`config.mk`:
```
export PLATFORM = sky130hd
export DESIGN_NAME = mos_strength_dec
export DESIGN_NICKNAME = d
export VERILOG_FILES = /design/src/rtl/mos_strength_dec.sv
export SDC_FILE = /design/constraint.sdc
export NUM_CORES = 1
export LEC_CHECK = 0
export ABC_AREA = 1
export BUFFER_PORTS_ARGS = -buffer_cell sky130_fd_sc_hd__buf_4
export CAP_MARGIN = 10
export CORE_MARGIN = 2
export CORE_UTILIZATION = 57
export CTS_CLUSTER_DIAMETER = 100
export DETAILED_ROUTE_END_ITERATION = 6
export PLACE_DENSITY = 0.82
export SYNTH_ARGS = -nofsm -noshare
export SYNTH_HDL_FRONTEND = slang
export SYNTH_SLANG_ARGS = --single-unit
```
`constraint.sdc`:
```
create_clock -name c -period 2.9 [get_ports c]
set_input_delay 0.29 -clock c [delete_from_list [all_inputs] [get_ports c]]
set_output_delay 0.29 -clock c [all_outputs]
set_load 0.01 [all_outputs]
```
`src/rtl/mos_strength_dec.sv`:
```
// Strength-symbol codeword decoder: frames St0/St1 symbols on sync, checks the
// alternating pattern and hands bit a out on valid/ready. Define
// MOS_STRENGTH_DEC_ERRCNT_EN to build the saturating error counter.
module mos_strength_dec #(
  parameter int SYMS  = 4,
  parameter int ERR_W = 8
) (
  input  logic             c,
  input  logic             rst,
  input  logic             sym_in,
  input  logic             sym_vld,
  input  logic             sync,
  output logic             a_out,
  output logic             a_vld,
  input  logic             a_rdy,
  output logic             err,
  output logic [ERR_W-1:0] err_cnt,
  output logic             busy
);
  localparam int IDX_W = $clog2(SYMS);
  localparam logic [IDX_W-1:0] LAST_IDX = IDX_W'(SYMS - 1);

  typedef enum logic {St0 = 1'b0, St1 = 1'b1} strength_e;
  typedef enum logic [1:0] {IDLE, COLLECT, HOLD} fsm_e;

  // a=1 codeword: St0 on even indices, St1 on odd ones.
  function automatic logic [SYMS-1:0] pat_a1();
    logic [SYMS-1:0] p;
    for (int i = 0; i < SYMS; i++) p[i] = (i % 2 == 1) ? St1 : St0;
    return p;
  endfunction

  localparam logic [SYMS-1:0] PAT_A1 = pat_a1();
  localparam logic [SYMS-1:0] PAT_A0 = ~PAT_A1;

  fsm_e             fsm_q, fsm_d;
  logic [IDX_W-1:0] idx_q, idx_d;
  logic [SYMS-1:0]  curr_state_q, curr_state_d;
  logic             a_out_q, a_out_d;
  logic             a_vld_q, a_vld_d;
  logic             err_q, err_d;

  always_comb begin
    fsm_d        = fsm_q;
    idx_d        = idx_q;
    curr_state_d = curr_state_q;
    a_out_d      = a_out_q;
    a_vld_d      = a_vld_q;
    err_d        = 1'b0;
    case (fsm_q)
      IDLE: begin
        if (sym_vld && sync) begin
          curr_state_d    = '0;
          curr_state_d[0] = sym_in;
          idx_d           = IDX_W'(1);
          fsm_d           = COLLECT;
        end
      end
      COLLECT: begin
        if (sym_vld && sync) begin
          err_d           = 1'b1;
          curr_state_d    = '0;
          curr_state_d[0] = sym_in;
          idx_d           = IDX_W'(1);
        end else if (sym_vld) begin
          curr_state_d[idx_q] = sym_in;
          if (idx_q == LAST_IDX) begin
            // Evaluate the frame including the symbol arriving this cycle.
            idx_d = '0;
            if (curr_state_d == PAT_A1) begin
              a_out_d = 1'b1;
              a_vld_d = 1'b1;
              fsm_d   = HOLD;
            end else if (curr_state_d == PAT_A0) begin
              a_out_d = 1'b0;
              a_vld_d = 1'b1;
              fsm_d   = HOLD;
            end else begin
              err_d = 1'b1;
              fsm_d = IDLE;
            end
          end else begin
            idx_d = idx_q + 1'b1;
          end
        end
      end
      HOLD: begin
        if (a_rdy) begin
          a_vld_d = 1'b0;
          if (sym_vld && sync) begin
            curr_state_d    = '0;
            curr_state_d[0] = sym_in;
            idx_d           = IDX_W'(1);
            fsm_d           = COLLECT;
          end else begin
            fsm_d = IDLE;
          end
        end else if (sym_vld) begin
          err_d = 1'b1;
        end
      end
      default: fsm_d = IDLE;
    endcase
  end

  always_ff @(posedge c) begin
    if (rst) begin
      fsm_q        <= IDLE;
      idx_q        <= '0;
      curr_state_q <= '0;
      a_out_q      <= 1'b0;
      a_vld_q      <= 1'b0;
      err_q        <= 1'b0;
    end else begin
      fsm_q        <= fsm_d;
      idx_q        <= idx_d;
      curr_state_q <= curr_state_d;
      a_out_q      <= a_out_d;
      a_vld_q      <= a_vld_d;
      err_q        <= err_d;
    end
  end

  assign a_out = a_out_q;
  assign a_vld = a_vld_q;
  assign err   = err_q;
  assign busy  = (fsm_q != IDLE);

`ifdef MOS_STRENGTH_DEC_ERRCNT_EN
  logic [ERR_W-1:0] err_cnt_q, err_cnt_d;

  // Counts on err_d so the count moves on the same edge the pulse appears.
  always_comb begin
    err_cnt_d = err_cnt_q;
    if (err_d && (err_cnt_q != '1)) err_cnt_d = err_cnt_q + 1'b1;
  end

  always_ff @(posedge c) begin
    if (rst) err_cnt_q <= '0;
    else     err_cnt_q <= err_cnt_d;
  end

  assign err_cnt = err_cnt_q;
`else
  assign err_cnt = '0;
`endif

endmodule
```
* Word-level counts from Yosys, hierarchy flattened
Index checks and enable logic that the tools add are counted.
** Operators by class
- Add/subtract/negate cells :: 1
- Order comparisons :: 2
- Eq/ne operators :: 12
- Mux-type cells :: 40
- Bitwise gates (word level) :: 1
- Reductions and logical operators :: 11
** Operators with widths (number)
- 2-to-1 mux 2 bit :: 12
- 2-to-1 mux 1 bit :: 17
- 2-to-1 mux 4 bit :: 4
- one-hot mux 2 bit (3 select lines) :: 2
- one-hot mux 4 bit (3 select lines) :: 1
- inequality test 2 bit, second input constant :: 5
- AND reduction 5 bit :: 2
- inequality test 3 bit, second input constant :: 2
- AND reduction 6 bit :: 1
- nonzero test 2 bit :: 3
- bitwise mux 4 bit :: 1
- equality test 2 bit, second input constant :: 2
- equality test 4 x 3 -> 1 bit, second input constant :: 1
- equality test 4 bit, second input constant :: 1
- one-hot mux 1 bit (2 select lines) :: 2
- < comparator 2 x 3 -> 1 bit, second input constant :: 1
- AND reduction 3 bit :: 1
- nonzero test 3 bit :: 1
- adder 2 x 1 -> 2 bit, second input constant :: 1
- demux 1 bit (select 2 bit) :: 1
- equality test 2 x 1 -> 1 bit, second input constant :: 1
- greater-or-equal comparator 2 x 1 -> 1 bit, second input constant :: 1
- logical AND 1 bit :: 2
- logical NOT 2 bit :: 1
- inverter 1 bit :: 1
** Word-level totals
- Bits in registers :: 11
- Input bits :: 6
- Output and inout port bits :: 12
- Logic and storage cells :: 73

* Logic depth before layout (Yosys ltp)
Gate-level depths: netlist of the first run.
- Word-level depth :: 12
- Depth in mapped cells :: 12

* Worst setup path before layout of the first run
No wires, ideal clock.
- Path kind :: register to register
- Start :: register fsm_q[0]
- End :: register fsm_q[1]
- Setup time :: 0.070 ns
- Arrival time :: 1.340 ns
- Path slack :: 1.491 ns
- Stages on the path, launching flop included :: 10
- Path through :: dfxtp_1 > inv_1 > ha_1 > nand2_1 > o21ai_2 > nor2_2 > nand2_1 > nor2_1 > nand3_1 > a21oi_1
** On the way
- Word-level cells in the longest chain between the ends :: 3
- Elaborated cells between the ends (all ways) :: 10
- Those cells by class :: 7 x eq/ne; 1 x mux; 2 x reduce/logical
** Ends and longest elaborated chain
- start: declaration :: line 36 : fsm_e fsm_q, fsm_d;
- start signal: assignment :: line 115 : fsm_q <= fsm_d;
- equality test 2 x 1 -> 1 bit (tied with other cells) :: line 50 : case (fsm_q)
- inequality test 2 bit (no source line)
- AND reduction 5 bit (no source line)
Several ways; a longest one is shown, not always the timed one.
A chain may end at the register's enable or synchronous reset.

* Worst setup path after layout of the first run
Ends and elaborated chain as after synthesis.

==> out/qor.yml, run 1 <==
status:
  status: "complete, no violations"
grt:
  grt_pass1_wl_microns: 2870
  grt_max_degree: 13
  grt_usage: 0.209
  grt_pass1_vias: 723
  antenna_found_initial: 0
  gr-total-overflow: 0
power_and_ir_drop:
  power_density_nw_per_um2: 658
  leakage_nw: 0.491
  power_switching_mw: 0.277
  peakVddDrop_v: 0.000346
  p_seq_frac: 0.327
  p_int_mw: 0.351
  switching_share: 0.441
  pwr-share-clk: 0.170
  power_frac_comb: 0.503
sta:
  hold_ws_ns: 0.277
  period_minus_slack_ns: 1.63
  hold_viol_final: 0
  setup_tns_ns: 0
  slew_viol_final: 0
  clock_skew_ns: 0.00486
  setup_viol: 0
  rsz0062_at_grt: "no"
  fmax_mhz: 612
  fin_crit_sh: 0.564
yosys:
  avgSynthCellArea_sq_um: 6.62
  ys_seq_area_frac: 0.246
  netlist_instances: 135
  synth_area_sq_um: 893
  ys_types: 19
  yosys_warnings: 0
  synth_seq_cells: 11
layout:
  num-nets-final: 160
  fill_cells: 142
  fin_cells: 161
  syn2layout_area_growth_pct: 6.86
  layout_common_cells: "nand2_1, inv_1, dfxtp_1"
  final_common_cell: "nand2_1"
  drive_above_1_share: 0.159
  antenna_cells: 0
clock_network:
  clkSlewWorstSetupHoldPaths_ns: 0.06
  root_buffer: "clkbuf_4"
  clkSinkCount: 11
  h-tree-depth: 1
  cts_resized: 0
  cts_hold_buf: 0
  clk_latency_ns: 0.28
  cts_setup_buffers: 0
  clockBufferDepth: 2
  numCtsBuffers: 3
  cts_tree: "built"
floorplan:
  die_x_microns: 43.6
  io_pins: 18
  coreArea_sq_um: 1490
  dieArea_sq_um: 1900
  die_y_microns: 43.6
  rows: 14
  start_util: 0.600
detailed_routing:
  drc: 0
  drt_iter0_markers: 12
  via_count: 800
  wire_per_inst_microns: 10.1
  drtPass1Iterations: 4
  route.final.wire_length_microns: 1630
  ant_nets: 0
  vias_per_cell: 4.97
placement:
  dp_cells: 157
  place_congestion: 0.882
  io_buffers: 9
  dp_hpwl_microns: 1310
setup_path:
  crit_arrival_ns: 1.84
  critPathMaxFanout: 6
  required_ns: 3.11
  crit_end: "fsm_q[1]$_SDFFE_PP0P_"
  crit_path_max_incr_delay_ns: 0.43
  r2r-end: "fsm_q[1]$_SDFFE_PP0P_"
  start_kind: "flop"
  critical_path_class: "reg2reg"
  crit_path_cell_trace: "inv_1, ha_1, nand2_1, o21ai_2, nor2_2, nand2_1, nor2_1, nand3_1, a21oi_1"
  r2r_setup_slack_ns: 1.27
  cp.depth: 9
  cp_top_family: "simple AND/OR/NAND/NOR gates"
  crit_buf_inv: 1
  critPathMostFrequentCell: "nand2_1"
  cp-end-kind: "flop"
  reg2reg_from: "fsm_q[0]$_SDFFE_PP0P_"
  reg2reg_depth: 9
  crit_path_start: "fsm_q[0]$_SDFFE_PP0P_"
  cp_slowest_cell: "dfxtp_1"
run:
  maxCapViolCount: 0
hold_path:
  hp-class: "in2reg"
  hold_depth: 2
-- sequential cells by signal, indices dropped and copies added (netlist names) --
name / count
fsm_q: 2
curr_state_q: 4
a_vld: 1
idx_q: 2
a_out: 1
err: 1
-- cells in the mapped netlist --
master	n	area (sq um)
ha_1	8	100
nand3_1	5	25.0
o21ai_2	2	17.5
a31oi_1	1	6.26
nand2_2	2	12.5
o21a_1	1	7.51
a211oi_2	4	50.1
nor2_2	1	6.26
nand4_1	2	12.5
buf_6	1	11.3
nand2_1	43	161
a21oi_2	2	17.5
dfxtp_1	11	220
o21ai_0	4	20.0
nor2_1	7	26.3
inv_1	22	82.6
conb_1	1	3.75
buf_4	9	67.6
a21oi_1	9	45.0
-- per-stage QoR --
stage	utilization	instance area (sq um)	power, mW	setup WS [ns]
global route	0.641	955	0.687	1.11
global placement	0.624	928	0.514	1.34
CTS	0.641	955	0.632	1.26
finish	0.641	955	0.628	1.27
floorplan	-	920	0.473	1.49
detailed placement	0.624	928	0.523	1.28
-- power groups by stage --
stage | Sequential [mW] | Combinational [mW] | Clock, mW
2_1_floorplan | 0.207 | 0.266 | 0
3_3_place_gp | 0.208 | 0.306 | 0
3_5_place_dp | 0.210 | 0.314 | 0
4_1_cts | 0.207 | 0.314 | 0.111
5_1_grt | 0.211 | 0.361 | 0.116
6_report | 0.206 | 0.316 | 0.107
-- final cells by class --
type | instances | area (sq um) | share of cell area
clock buffer | 4 | 26.3 | 0.0275
inverter | 22 | 82.6 | 0.0865
multi-input combinational | 99 | 538 | 0.564
sequential | 11 | 220 | 0.231
tap | 16 | 20.0 | 0.0210
timing repair buffer | 9 | 67.6 | 0.0708
-- cells by family after synthesis --
group                      synth area share
adders and majority gates             0.112
DFF                                   0.246
buffers and inverters                 0.181
other                               0.00420
and+or+nand+nor                       0.273
AOI/OAI and AO/OA                     0.183
-- per-layer routing --
layer | vias to the layer above | track usage | share of wire | routed length (microns)
met5 | - | 0 | 0 | 0
met4 | 0 | 0.145 | 0.028 | 46
met3 | 5 | 0.0625 | 0.037 | 60
met2 | 14 | 0.350 | 0.47 | 767
met1 | 357 | 0.222 | 0.46 | 755
li1 | 424 | - | - | -
-- how the worst min path moves through the flow --
stage | end | slack (ns) | startpoint
CTS | fsm_q[0]$_SDFFE_PP0P_ | 0.26 | rst
global placement | curr_state_q[0]$_SDFFE_PP0P_ | 0.46 | curr_state_q[0]$_SDFFE_PP0P_
floorplan | curr_state_q[0]$_SDFFE_PP0P_ | 0.44 | curr_state_q[0]$_SDFFE_PP0P_
finish | fsm_q[0]$_SDFFE_PP0P_ | 0.28 | rst
global route | curr_state_q[1]$_SDFFE_PP0P_ | 0.28 | rst
detailed placement | curr_state_q[0]$_SDFFE_PP0P_ | 0.46 | curr_state_q[0]$_SDFFE_PP0P_
Note: power is estimated with default switching activity, not from simulation.
==> run 2, diff against run 1 <==
- CORE_UTILIZATION: 57 -> 48
- PLACE_DENSITY: 0.82 -> 0.74
- clock period: 2.9 -> 1.4 ns (I/O delays scaled with it)
==> out/qor.yml, run 2 (synthesis results as in run 1) <==
grt:
  grt_usage: 0.200
  antenna_found_initial: 0
  grt_pass1_vias: 784
  gr-total-overflow: 0
  grt_max_degree: 13
  grt_pass1_wl_microns: 3150
setup_path:
  crit_path_max_incr_delay_ns: 0.42
  required_ns: 1.56
  critical_path_class: "reg2reg"
  cp-end-kind: "flop"
  critPathMaxFanout: 5
  critPathMostFrequentCell: "nand2_1"
  r2r-end: "err$_SDFF_PP0_"
  r2r_setup_slack_ns: -0.04
  reg2reg_from: "idx_q[0]$_SDFFE_PP0P_"
  crit_arrival_ns: 1.60
  start_kind: "flop"
  reg2reg_depth: 10
  cp_slowest_cell: "dfxtp_4"
  crit_path_cell_trace: "ha_4, inv_2, nand2_1, nand2_1, nor2_1, nand2_2, nand3_1, nand2_1, nand2_1, a21oi_2"
placement:
  placed_area_sq_um: 1040
  io_buffers: 9
  dp_cells: 179
  place_congestion: 0.866
  dp_hpwl_microns: 1400
clock_network:
  h-tree-depth: 1
  clkSlewWorstSetupHoldPaths_ns: 0.08
  cts_hold_buf: 0
  clkSinkCount: 11
  cts_tree: "built"
  numCtsBuffers: 3
  root_buffer: "clkbuf_4"
  clockBufferDepth: 2
  clk_latency_ns: 0.27
layout:
  layout_common_cells: "nand2_1, buf_4, inv_1"
  antenna_cells: 0
  fill_cells: 110
  final_common_cell: "nand2_1"
  largestRegisters: "curr_state_q x4, fsm_q x2, idx_q x2"
  top_register: "curr_state_q"
  fin_cells: 190
  num-nets-final: 180
  largest_register_ffs: 4
  syn2layout_area_growth_pct: 43.6
  drive_above_1_share: 0.491
  stdcell_area_sq_um: 1280
status:
  violations: "negative setup slack"
  status: "finished with violations"
sta:
  fmax_mhz: 693
  slew_viol_final: 0
  clock_skew_ns: 0.00751
  setup_viol: 5
  hold_ws_ns: 0.123
  fin_crit_sh: 1.03
  hold_viol_final: 0
  fin_ws_ns: -0.0432
  period_minus_slack_ns: 1.44
  rsz0062_at_grt: "yes"
detailed_routing:
  wire_per_inst_microns: 13.4
  route.final.wire_length_microns: 2540
  via_count: 1004
  drc: 0
  drt_iter0_markers: 69
  drtPass1Iterations: 5
  ant_nets: 0
  vias_per_cell: 5.28
floorplan:
  start_util: 0.512
  rows: 15
  die_y_microns: 47.1
  coreArea_sq_um: 1750
  io_pins: 18
  die_x_microns: 47.1
  dieArea_sq_um: 2220
power_and_ir_drop:
  power_density_nw_per_um2: 1420
  leakage_nw: 0.594
  fin_total_pwr_mw: 1.82
  peakVddDrop_v: 0.000809
hold_path:
  hp-class: "in2reg"
  hold-path-endpoint: "fsm_q[0]$_SDFFE_PP0P_"
  hold_start: "rst"
  hold_depth: 2
run:
  maxCapViolCount: 0
==> run 2: routing by layer <==
layer  GRT usage  share of wire  up-vias  routed length [microns]
met5           0              0        -                        0
met4      0.0611          0.043        0                      110
met3      0.0385          0.091       16                      232
met2       0.340           0.49       66                     1230
met1       0.255           0.38      456                      967
li1            -              -      466                        -
==> run 2: area by class of cell <==
| cell class | instances | area, sq um | share of cell area |
|---|---|---|---|
| inverters | 22 | 92.6 | 0.0722 |
| clock buffers | 4 | 26.3 | 0.0205 |
| repair buffers | 28 | 214 | 0.167 |
| well taps | 25 | 31.3 | 0.0244 |
| flip-flops and latches | 11 | 233 | 0.181 |
| multi-input cells | 100 | 686 | 0.535 |
==> run 2: repair_timing <==
item | CTS | global route
setup endpoints to repair | 11 | 10
pin swaps | 0 | 20
buffers inserted | 1 | 5
gates cloned | 0 | 1
gates resized for setup | 14 | 40
==> run 2: worst max-delay path by stage <==
stage                          startpoint  slack [ns]  cells past startpoint                           end
floorplan           fsm_q[1]$_SDFFE_PP0P_        0.01                      9         fsm_q[1]$_SDFFE_PP0P_
global placement    fsm_q[1]$_SDFFE_PP0P_       -0.09                      8  curr_state_q[0]$_SDFFE_PP0P_
detailed placement  fsm_q[1]$_SDFFE_PP0P_       -0.11                      9         fsm_q[1]$_SDFFE_PP0P_
CTS                 idx_q[0]$_SDFFE_PP0P_      0.0009                     11            a_vld$_SDFFE_PP0P_
global route        idx_q[0]$_SDFFE_PP0P_       -0.15                     12            a_vld$_SDFFE_PP0P_
finish              idx_q[0]$_SDFFE_PP0P_       -0.04                     10                err$_SDFF_PP0_
==> run 2: power breakdown <==
group | internal, mW | switching, mW
logic | 0.495 | 0.641
registers | 0.388 | 0.0713
clock network | 0.110 | 0.118
==> run 2: through the flow <==
step,setup slack (ns),utilization,setup TNS [ns]
2_1_floorplan,0.0116,-,0
3_3_place_gp,-0.0853,0.595,-0.469
3_5_place_dp,-0.106,0.595,-0.710
4_1_cts,0.000855,0.631,0
5_1_grt,-0.151,0.735,-0.595
6_report,-0.0432,0.735,-0.147
==> run 2: worst max-delay path: cells and delay by family (launching register included) <==
kind | cells | cell delay (ns)
buffers and inverters | 1 | 0.04
adder cells (fa/ha/maj) | 1 | 0.19
AND/OR/NAND/NOR | 7 | 0.63
AO/OA/AOI/OAI | 1 | 0.05
flip-flops | 1 | 0.42
